`src/rtl/key_counter_pkg.sv`:
```
// rtl/key_counter_pkg.sv - shared defaults and width helpers for the key event counter
package key_counter_pkg;

    localparam int DEF_N_KEYS          = 4;
    localparam int DEF_CNT_W           = 4;
    localparam int DEF_DEBOUNCE_CYCLES = 4;
    localparam int DEF_SATURATE        = 0;
    localparam int DEF_REPEAT_DELAY    = 1000;
    localparam int DEF_REPEAT_PERIOD   = 250;

    localparam int DEF_CNT_MAX = (1 << DEF_CNT_W) - 1;

    // Bits needed for a counter that runs 0 .. n-1.
    function automatic int ctr_width(input int unsigned n);
        return (n < 2) ? 1 : $clog2(n);
    endfunction

    function automatic int cnt_max(input int w);
        return (1 << w) - 1;
    endfunction

endpackage

```
`src/rtl/key_event_counter_if.sv`:
```
// rtl/key_event_counter_if.sv - key inputs and per-key event/count outputs (master = consumer, slave = counter)
interface key_event_counter_if
    import key_counter_pkg::*;
#(
    parameter int N_KEYS = DEF_N_KEYS,
    parameter int CNT_W  = DEF_CNT_W
);

    logic [N_KEYS-1:0]       key_state;
    logic [N_KEYS-1:0]       clear;
    logic [N_KEYS-1:0]       key_stable;
    logic [N_KEYS-1:0]       press_pulse;
    logic [N_KEYS-1:0]       release_pulse;
    logic [N_KEYS*CNT_W-1:0] count;
    logic [N_KEYS-1:0]       overflow;

    modport master (
        output key_state, clear,
        input  key_stable, press_pulse, release_pulse, count, overflow
    );

    modport slave (
        input  key_state, clear,
        output key_stable, press_pulse, release_pulse, count, overflow
    );

endinterface

```
`src/rtl/key_debounce.sv`:
```
// rtl/key_debounce.sv - one key channel: two-flop sync, debounce, edge detect
module key_debounce
    import key_counter_pkg::*;
#(
    parameter int DEBOUNCE_CYCLES = DEF_DEBOUNCE_CYCLES
) (
    input  logic clk,
    input  logic reset,
    input  logic raw,
    output logic stable,
    output logic rise,
    output logic fall
);

    localparam int             DW      = ctr_width(DEBOUNCE_CYCLES);
    localparam logic [DW-1:0]  DB_LAST = DW'(DEBOUNCE_CYCLES - 1);

    logic          sync_a;
    logic          sync_b;
    logic [DW-1:0] db_cnt;
    logic          accept;

    always_ff @(posedge clk or negedge reset) begin
        if (!reset) begin
            sync_a <= 1'b0;
            sync_b <= 1'b0;
        end else begin
            sync_a <= raw;
            sync_b <= sync_a;
        end
    end

    // Accept on the sample that would bring the count to DEBOUNCE_CYCLES.
    assign accept = (sync_b != stable) && (db_cnt == DB_LAST);

    always_ff @(posedge clk or negedge reset) begin
        if (!reset) begin
            db_cnt <= '0;
            stable <= 1'b0;
        end else if (sync_b == stable) begin
            db_cnt <= '0;
        end else if (accept) begin
            db_cnt <= '0;
            stable <= ~stable;
        end else begin
            db_cnt <= db_cnt + 1'b1;
        end
    end

    // Combinational strobes, valid in the cycle before stable flips.
    assign rise = accept & ~stable;
    assign fall = accept &  stable;

endmodule

```
`src/rtl/key_event_counter.sv`:
```
// rtl/key_event_counter.sv - per-key debounce, press/release strobes and press counters; KEY_EVENT_COUNTER_AUTOREPEAT_EN adds auto-repeat
module key_event_counter
    import key_counter_pkg::*;
#(
    parameter int N_KEYS          = DEF_N_KEYS,
    parameter int CNT_W           = DEF_CNT_W,
    parameter int DEBOUNCE_CYCLES = DEF_DEBOUNCE_CYCLES,
    parameter int SATURATE        = DEF_SATURATE,
    parameter int REPEAT_DELAY    = DEF_REPEAT_DELAY,
    parameter int REPEAT_PERIOD   = DEF_REPEAT_PERIOD
) (
    input logic                clk,
    input logic                reset,
    key_event_counter_if.slave bus
);

    localparam logic [CNT_W-1:0] CNT_MAX = CNT_W'(cnt_max(CNT_W));

    for (genvar i = 0; i < N_KEYS; i++) begin : g_key
        logic             stable_q;
        logic             rise;
        logic             fall;
        logic             fire;
        logic             press_q;
        logic             release_q;
        logic             ovf_q;
        logic [CNT_W-1:0] cnt_q;

        key_debounce #(
            .DEBOUNCE_CYCLES(DEBOUNCE_CYCLES)
        ) u_debounce (
            .clk   (clk),
            .reset (reset),
            .raw   (bus.key_state[i]),
            .stable(stable_q),
            .rise  (rise),
            .fall  (fall)
        );

`ifdef KEY_EVENT_COUNTER_AUTOREPEAT_EN
        localparam int RPT_SPAN = (REPEAT_DELAY > REPEAT_PERIOD) ? REPEAT_DELAY : REPEAT_PERIOD;
        localparam int RW       = ctr_width(RPT_SPAN);

        logic [RW-1:0] rpt_cnt;
        logic          rpt_armed;
        logic          rpt_hit;

        // First interval is REPEAT_DELAY, later ones REPEAT_PERIOD.
        assign rpt_hit = stable_q && !fall &&
                         (rpt_cnt == (rpt_armed ? RW'(REPEAT_PERIOD - 1) : RW'(REPEAT_DELAY - 1)));

        always_ff @(posedge clk or negedge reset) begin
            if (!reset) begin
                rpt_cnt   <= '0;
                rpt_armed <= 1'b0;
            end else if (!stable_q || fall) begin
                rpt_cnt   <= '0;
                rpt_armed <= 1'b0;
            end else if (rpt_hit) begin
                rpt_cnt   <= '0;
                rpt_armed <= 1'b1;
            end else begin
                rpt_cnt   <= rpt_cnt + 1'b1;
            end
        end

        assign fire = rise | rpt_hit;
`else
        assign fire = rise;
`endif

        always_ff @(posedge clk or negedge reset) begin
            if (!reset) begin
                press_q   <= 1'b0;
                release_q <= 1'b0;
            end else begin
                press_q   <= fire;
                release_q <= fall;
            end
        end

        always_ff @(posedge clk or negedge reset) begin
            if (!reset) begin
                cnt_q <= '0;
                ovf_q <= 1'b0;
            end else if (bus.clear[i]) begin
                cnt_q <= '0;
                ovf_q <= 1'b0;
            end else if (fire) begin
                if (cnt_q == CNT_MAX) begin
                    ovf_q <= 1'b1;
                    if (SATURATE == 0) begin
                        cnt_q <= '0;
                    end
                end else begin
                    cnt_q <= cnt_q + 1'b1;
                end
            end
        end

        assign bus.key_stable[i]               = stable_q;
        assign bus.press_pulse[i]              = press_q;
        assign bus.release_pulse[i]            = release_q;
        assign bus.overflow[i]                 = ovf_q;
        assign bus.count[i*CNT_W +: CNT_W]     = cnt_q;
    end

endmodule

```
`src/flat_wrapper.sv`:
```
// flat-port wrapper written by rule: the top's interface ports become plain ports
module key_event_counter_flat import key_counter_pkg::*;
#(
    parameter int N_KEYS          = DEF_N_KEYS,
    parameter int CNT_W           = DEF_CNT_W,
    parameter int DEBOUNCE_CYCLES = DEF_DEBOUNCE_CYCLES,
    parameter int SATURATE        = DEF_SATURATE,
    parameter int REPEAT_DELAY    = DEF_REPEAT_DELAY,
    parameter int REPEAT_PERIOD   = DEF_REPEAT_PERIOD
)
  (clk, reset, bus_key_state, bus_clear, bus_key_stable, bus_press_pulse, bus_release_pulse, bus_count, bus_overflow);
  key_event_counter_if #(.N_KEYS(N_KEYS), .CNT_W(CNT_W)) bus_i ();
  input logic clk;
  input logic reset;
  input wire logic [$bits(bus_i.key_state)-1:0] bus_key_state;
  input wire logic [$bits(bus_i.clear)-1:0] bus_clear;
  output wire logic [$bits(bus_i.key_stable)-1:0] bus_key_stable;
  output wire logic [$bits(bus_i.press_pulse)-1:0] bus_press_pulse;
  output wire logic [$bits(bus_i.release_pulse)-1:0] bus_release_pulse;
  output wire logic [$bits(bus_i.count)-1:0] bus_count;
  output wire logic [$bits(bus_i.overflow)-1:0] bus_overflow;
  assign bus_i.key_state = bus_key_state;
  assign bus_i.clear = bus_clear;
  assign bus_key_stable = bus_i.key_stable;
  assign bus_press_pulse = bus_i.press_pulse;
  assign bus_release_pulse = bus_i.release_pulse;
  assign bus_count = bus_i.count;
  assign bus_overflow = bus_i.overflow;
  key_event_counter #(.N_KEYS(N_KEYS), .CNT_W(CNT_W), .DEBOUNCE_CYCLES(DEBOUNCE_CYCLES), .SATURATE(SATURATE), .REPEAT_DELAY(REPEAT_DELAY), .REPEAT_PERIOD(REPEAT_PERIOD)) u_core (.clk(clk), .reset(reset), .bus(bus_i));
endmodule
```
`config.mk`:
```
export PLATFORM = sky130hd
export DESIGN_NAME = key_event_counter_flat
export DESIGN_NICKNAME = d
export VERILOG_FILES = /design/src/rtl/key_counter_pkg.sv /design/src/rtl/key_event_counter_if.sv /design/src/rtl/key_debounce.sv /design/src/rtl/key_event_counter.sv /design/src/flat_wrapper.sv
export SDC_FILE = /design/constraint.sdc
export NUM_CORES = 1
export LEC_CHECK = 0
export CAP_MARGIN = 20
export CORE_ASPECT_RATIO = 1.1
export CORE_MARGIN = 1
export CORE_UTILIZATION = 50
export DETAILED_ROUTE_END_ITERATION = 8
export PLACE_DENSITY = 0.76
export RECOVER_POWER = 25
export SLEW_MARGIN = 25
export SYNTH_ARGS = -nofsm -noshare
export SYNTH_HDL_FRONTEND = slang
export SYNTH_SLANG_ARGS = --single-unit
```
`constraint.sdc`:
```
create_clock -name clk -period 1.7 [get_ports clk]
set_input_delay 0.34 -clock clk [delete_from_list [all_inputs] [get_ports clk]]
set_output_delay 0.34 -clock clk [all_outputs]
set_load 0.01 [all_outputs]
```
==> out/summary.txt, run 1 <==
Die area: 4320 um^2
Skew final: 6.54 ps
Critical path cell sequence: clkdlybuf4s50_1
Largest family of logic cells by synthesized area: simple AND/OR/NAND/NOR gates
RSZ-0062 raised after global routing: no
CTS buffer count: 5
Area grow syn2layout: 22.9%
R2R Setup Slk: 280 ps
Critical path's slowest cell: clkdlybuf4s50_1
Final Core Density: 66.2%
Setup violators final: 0
Area share of the largest cell type after synthesis: 59.1%
Worst slew margin: 25.7%
Area of the mapped netlist: 2030 um^2
Core ar.: 3770 um^2
Total power draw: 0.00277 W
Congestion Overflow GR: 0
Simple-gate share of the synthesized area: 15.3%
Setup tns final: 0 ps
Leading area contributor after synthesis: dfrtp_1
Net count, final: 224
Vias: 1349
Final wirelength: 3.52 mm
Antenna violations before repair: 0
Commonest non-fill, non-tap cell in the layout: dfrtp_1
GRT Total Usage: 18.0%
Status: finished clean
Clock latency on the worst-skew pair: 290 ps
Yosys cell types: 26
Post-synthesis cell count: 173
Worst-path clk slew: 80 ps
Die Span Y: 68.8 um
Antenna cells: 0
Commonest cells after routing, fill and taps aside: 45 x dfrtp_1, 40 x clkdlybuf4s50_1, 18 x nand2_1
Cells after DPL: 249
WL/cell: 13.7 um
Largest net degree at the start of global routing: 49
Worst path max stage delay: 570 ps
F_max: 612 MHz
Port Buffers: 41
Share of cells above drive strength 1: 9.18%
Hold Crit Class: in -> async
CP bufs+invs: 1
Leading post-synthesis cells by cell area: dfrtp_1 59%, buf_4 5.9%, ha_1 4.9%
Antenna viol nets, final: 0
Initial DRC Count: 58
Warnings from Yosys: 0
Top delay family on crit path: buffers and inverters
Cell Rows: 23
Fin crit period: 1630 ps
Post-synthesis mux area share: 2.16%
Crit Path Category: reg -> out
CP Launch Type: flip-flop
Crit path DAT: 1290 ps
Req. time, crit path: 1360 ps
Final hold viol count: 0
P_leak: 1.12 nW
Drc violations: 0
Sink Count: 48
Largest fanout on the critical path: 5
Number of global-route vias before repair: 1373
Mapped Avg Cell Area: 11.7 um^2
H-tree levels: 2
Synth Net Count: 191
Post-synthesis register bit count: 48
Clock root buffer: clkbuf_8
Initial core utilization: 53.9%
Die width: 62.8 um
# fillers: 303
IO Pins: 42
TritonCTS clock tree: built
Slew Limit Fails: 0
Vias per inst: 5.25
First-pass DRT Iterations: 4
First-pass GRT wire length: 5.91 mm
Max Cap Viol: 0
Period utilization: 96.1%
Sequential fraction of the synthesis area: 59.1%
Final Non-Filler Cells: 257
VDD IR-drop max: 0.662 mV
Gpl congestion: 0.826
Synth Area in Compound Gates: 8.19%
Synth Area in Adders: 4.93%
Final HPWL DP: 2.51 mm
Pwr/cell area: 1110 nW/um^2
Synth Area in XOR/XNOR: 3.02%
Critical path endpoint category: primary output
Worst-Margin Slew: 1120 ps
Clk buf depth: 2
==> registers in the layout, indices dropped and copies added (netlist names) <==
register	flops
u_core.g_key.ovf_q	4
u_core.g_key.u_debounce.stable	4
u_core.g_key.u_debounce.sync_a	4
u_core.g_key.cnt_q	16
u_core.g_key.release_q	4
u_core.g_key.press_q	4
u_core.g_key.u_debounce.sync_b	4
u_core.g_key.u_debounce.db_cnt	8
==> timing repair <==
| action | 4_1_cts | 5_1_grt |
|---|---|---|
| hold endpoints to repair | 0 | 0 |
| setup buffers | 0 | 0 |
| gates resized for setup | 0 | 3 |
| hold buffers | 0 | 0 |
| endpoints found under the setup margin | 0 | 3 |
==> through the flow <==
| step | area [um^2] | setup slack (ps) | hold slack (ps) |
|---|---|---|---|
| 6_report | 2490 | 65.8 | 334 |
| 5_1_grt | 2490 | 1.24 | 361 |
| 4_1_cts | 2510 | 23.6 | 26.5 |
| 3_5_place_dp | 2400 | 284 | 336 |
| 3_3_place_gp | 2400 | 384 | 332 |
| 2_1_floorplan | 2030 | 437 | 44.4 |
==> kinds of logic (layout without fill, tap and decap cells) <==
family,count (synthesis),after routing
xor+xnor,7,7
fa+ha+maj,8,8
simple gates,55,55
mux,4,4
flops,48,48
buf+inv,23,57
compound gates,28,28
==> layer usage <==
layer  wire length [um]  up-vias  GRT usage (%)
li1                   -      650              -
met1               1480      658           19.7
met2               1820       32           33.3
met3                131        9           4.11
met4                 91        0           9.88
met5                  0        -              0
==> final timing paths <==
| check | endpoint | depth (start not counted) | startpoint |
|---|---|---|---|
| worst max-delay path | bus_count[0] | 1 | u_core.g_key[0].cnt_q[0] |
| worst min-delay path | u_core.g_key[0].ovf_q | 2 | reset |
| worst max register to register | u_core.g_key[2].cnt_q[3] | 4 | u_core.g_key[2].u_debounce.db_cnt[0] |
| worst min register to register | u_core.g_key[3].u_debounce.sync_b | 0 | u_core.g_key[3].u_debounce.sync_a |
| max in group asynchronous | u_core.g_key[1].cnt_q[0] | 2 | reset |
| min in group clk | u_core.g_key[3].u_debounce.sync_b | 0 | u_core.g_key[3].u_debounce.sync_a |
==> cells in the mapped netlist, drive strengths merged <==
library cell	number
or3	6
nor3b	1
xnor2	4
o21ai	6
buf	16
a21oi	14
and3b	3
a41oi	3
a31oi	3
mux2i	1
inv	7
xor2	3
nor2	8
ha	8
nand3	2
o21ba	1
nor3	4
nor2b	4
a311o	1
mux2	3
nand4b	5
dfrtp	48
nand3b	4
nand2	18
==> layout make-up <==
| cell class | count | area [um^2] | area share, % |
|---|---|---|---|
| Sequential cell | 48 | 1200 | 48.3 |
| Multi-Input combinational cell | 102 | 683 | 27.4 |
| Timing Repair Buffer | 42 | 410 | 16.4 |
| Clock buffer | 6 | 72.6 | 2.91 |
| Tap cell | 50 | 62.6 | 2.51 |
| Clock inverter | 2 | 35.0 | 1.40 |
| Inverter | 7 | 26.3 | 1.05 |
==> power breakdown <==
group / internal, W / switching, W / total (W)
logic: 0.000334 / 0.000232 / 0.000566
clock network: 0.000436 / 0.000345 / 0.000781
registers: 0.00130 / 0.000128 / 0.00143
Note: power is estimated with default switching activity, not from simulation.
==> run 2, diff against run 1 <==
--- a/config.mk
+++ b/config.mk
@@ -8,9 +8,10 @@
 export CAP_MARGIN = 20
 export CORE_ASPECT_RATIO = 1.1
 export CORE_MARGIN = 1
-export CORE_UTILIZATION = 50
+export CORE_UTILIZATION = 52
+export CTS_BUF_LIST = sky130_fd_sc_hd__clkbuf_4 sky130_fd_sc_hd__clkbuf_8
 export DETAILED_ROUTE_END_ITERATION = 8
-export PLACE_DENSITY = 0.76
+export PLACE_DENSITY = 0.79
 export RECOVER_POWER = 25
 export SLEW_MARGIN = 25
 export SYNTH_ARGS = -nofsm -noshare
==> out/summary.txt, run 2 (synthesis results as in run 1) <==
VDD IR-drop max: 0.502 mV (was 0.662 mV)
H-tree levels: 2 (unchanged)
Vias: 1375 (was 1349)
Dpl ws: 315 ps (was 284 ps)
Crit Path Category: reg -> out (unchanged)
Number of global-route vias before repair: 1339 (was 1373)
CTS buffer count: 5 (unchanged)
Antenna cells: 0 (unchanged)
Die width: 61.6 um (was 62.8 um)
Worst-Margin Slew: 456 ps (was 1120 ps)
Cell Rows: 23 (unchanged)
Clk buf depth: 2 (unchanged)
CP Launch Type: flip-flop (unchanged)
Congestion Overflow GR: 0 (unchanged)
Largest fanout on the critical path: 6 (was 5)
Die area: 4160 um^2 (was 4320 um^2)
Area post-placement: 2400 um^2 (unchanged)
Core ar.: 3680 um^2 (was 3770 um^2)
Sink Count: 48 (unchanged)
Commonest cells after routing, fill and taps aside: 42 x dfrtp_1, 36 x clkdlybuf4s50_1, 18 x nand2_1 (was 45 x dfrtp_1, 40 x clkdlybuf4s50_1, 18 x nand2_1)
Clock latency on the worst-skew pair: 300 ps (was 290 ps)
Crit path DAT: 1300 ps (was 1290 ps)
Die Span Y: 67.5 um (was 68.8 um)
Number of flip-flops in the largest register: 16 (unchanged)
CP bufs+invs: 1 (unchanged)
Reg with most FFs: u_core.g_key.cnt_q (unchanged)
Vias per inst: 5.33 (was 5.25)
Skew final: 5.13 ps (was 6.54 ps)
Biggest registers after layout: u_core.g_key.cnt_q (16), u_core.g_key.u_debounce.db_cnt (8) (unchanged)
Antenna viol nets, final: 0 (unchanged)
Worst path max stage delay: 570 ps (about the same)
Status: finished clean (unchanged)
Setup tns final: 0 ps (unchanged)
Top delay family on crit path: buffers and inverters (unchanged)
Pwr/cell area: 1080 nW/um^2 (was 1110 nW/um^2)
GRT Total Usage: 20.0% (was 18.0%)
Fin crit period: 1640 ps (was 1630 ps)
First-pass DRT Iterations: 4 (unchanged)
Req. time, crit path: 1360 ps (about the same)
Antenna violations before repair: 0 (unchanged)
Period utilization: 96.6% (was 96.1%)
Post-CTS Setup Bufs: 0 (unchanged)
Worst slew margin: 69.6% (was 25.7%)
Critical path's slowest cell: clkdlybuf4s50_1 (unchanged)
PnR worst setup slack: 58.2 ps (was 65.8 ps)
Commonest non-fill, non-tap cell in the layout: dfrtp_1 (unchanged)
Largest net degree at the start of global routing: 31 (was 49)
Final wirelength: 3.58 mm (was 3.52 mm)
Area grow syn2layout: 23.8% (was 22.9%)
Slew Limit Fails: 0 (unchanged)
Final HPWL DP: 2.63 mm (was 2.51 mm)
Initial core utilization: 55.1% (was 53.9%)
Net count, final: 225 (was 224)
IO Pins: 42 (unchanged)
Share of cells above drive strength 1: 11.1% (was 9.18%)
Final Cell Area: 2510 um^2 (was 2490 um^2)
Hold Crit Class: reg -> reg (was in -> async)
Worst-path clk slew: 70 ps (was 80 ps)
Initial DRC Count: 43 (was 58)
Final hold viol count: 0 (unchanged)
Drc violations: 0 (unchanged)
F_max: 609 MHz (was 612 MHz)
Critical path endpoint category: primary output (unchanged)
Gpl congestion: 0.758 (was 0.826)
WL/cell: 13.9 um (was 13.7 um)
P_leak: 1.12 nW (about the same)
TritonCTS clock tree: built (unchanged)
Clock root buffer: clkbuf_8 (unchanged)
Cells after DPL: 249 (unchanged)
Final Core Density: 68.2% (was 66.2%)
Critical path cell sequence: clkdlybuf4s50_1 (unchanged)
R2R Setup Slk: 320 ps (was 280 ps)
Final Non-Filler Cells: 258 (was 257)
Port Buffers: 41 (unchanged)
First-pass GRT wire length: 5.91 mm (about the same)
Max Cap Viol: 0 (unchanged)
RSZ-0062 raised after global routing: no (unchanged)
Setup violators final: 0 (unchanged)
run 2: cell count changes in the layout (fill, tap and decap cells not counted), sizes merged:
cell | before | now
clkinv | 1 | 0
buf | 1 | 2
clkbuf | 7 | 8
dlygate4sd3 | 0 | 5
bufinv | 1 | 0
clkdlybuf4s50 | 40 | 36
run 2: repair_timing:
action | CTS | global route
setup endpoints to repair | 0 | 6
endpoints found under the hold margin | 18 | 0
resized for setup | 0 | 6
hold buffers | 1 | 0
run 2: worst paths after layout:
check	from	end	cells after the start
worst min-delay path	u_core.g_key[0].u_debounce.sync_a	u_core.g_key[0].u_debounce.sync_b	0
max in group asynchronous	reset	u_core.g_key[2].u_debounce.stable	3
worst max-delay path	u_core.g_key[2].cnt_q[2]	bus_count[10]	1
worst min register to register	u_core.g_key[0].u_debounce.sync_a	u_core.g_key[0].u_debounce.sync_b	0
worst max register to register	u_core.g_key[0].u_debounce.db_cnt[0]	u_core.g_key[0].cnt_q[3]	4
min in group asynchronous	reset	u_core.g_key[3].press_q	2
run 2: layout make-up:
| class | count | area (um^2) |
|---|---|---|
| sequential | 48 | 1210 |
| fill | 304 | 1170 |
| multi-input combinational | 102 | 683 |
| timing repair buffer | 43 | 435 |
| clock buffer | 8 | 97.6 |
| tap | 50 | 62.6 |
| inverter | 7 | 26.3 |
run 2: stage by stage:
step	hold WS [ps]	power, W
finish	351	0.00272
detailed placement	307	0.00203
floorplan	44.4	0.00183
CTS	353	0.00275
global placement	301	0.00199
global route	367	0.00288
run 2: report_power, final:
group          switching (W)  total (W)  leakage [nW]  internal [W]
Combinational       0.000235   0.000574         0.443      0.000339
Sequential          0.000137    0.00144         0.627       0.00131
Clock               0.000344   0.000708        0.0523      0.000364
Total               0.000716    0.00272          1.12       0.00201
run 2: routing by layer:
metal | wire (um) | track usage (%) | up-vias
li1 | - | - | 649
met3 | 178 | 5.56 | 5
met1 | 1480 | 24.9 | 673
met2 | 1870 | 32.8 | 48
met5 | 0 | 0 | -
met4 | 55 | 8.06 | 0
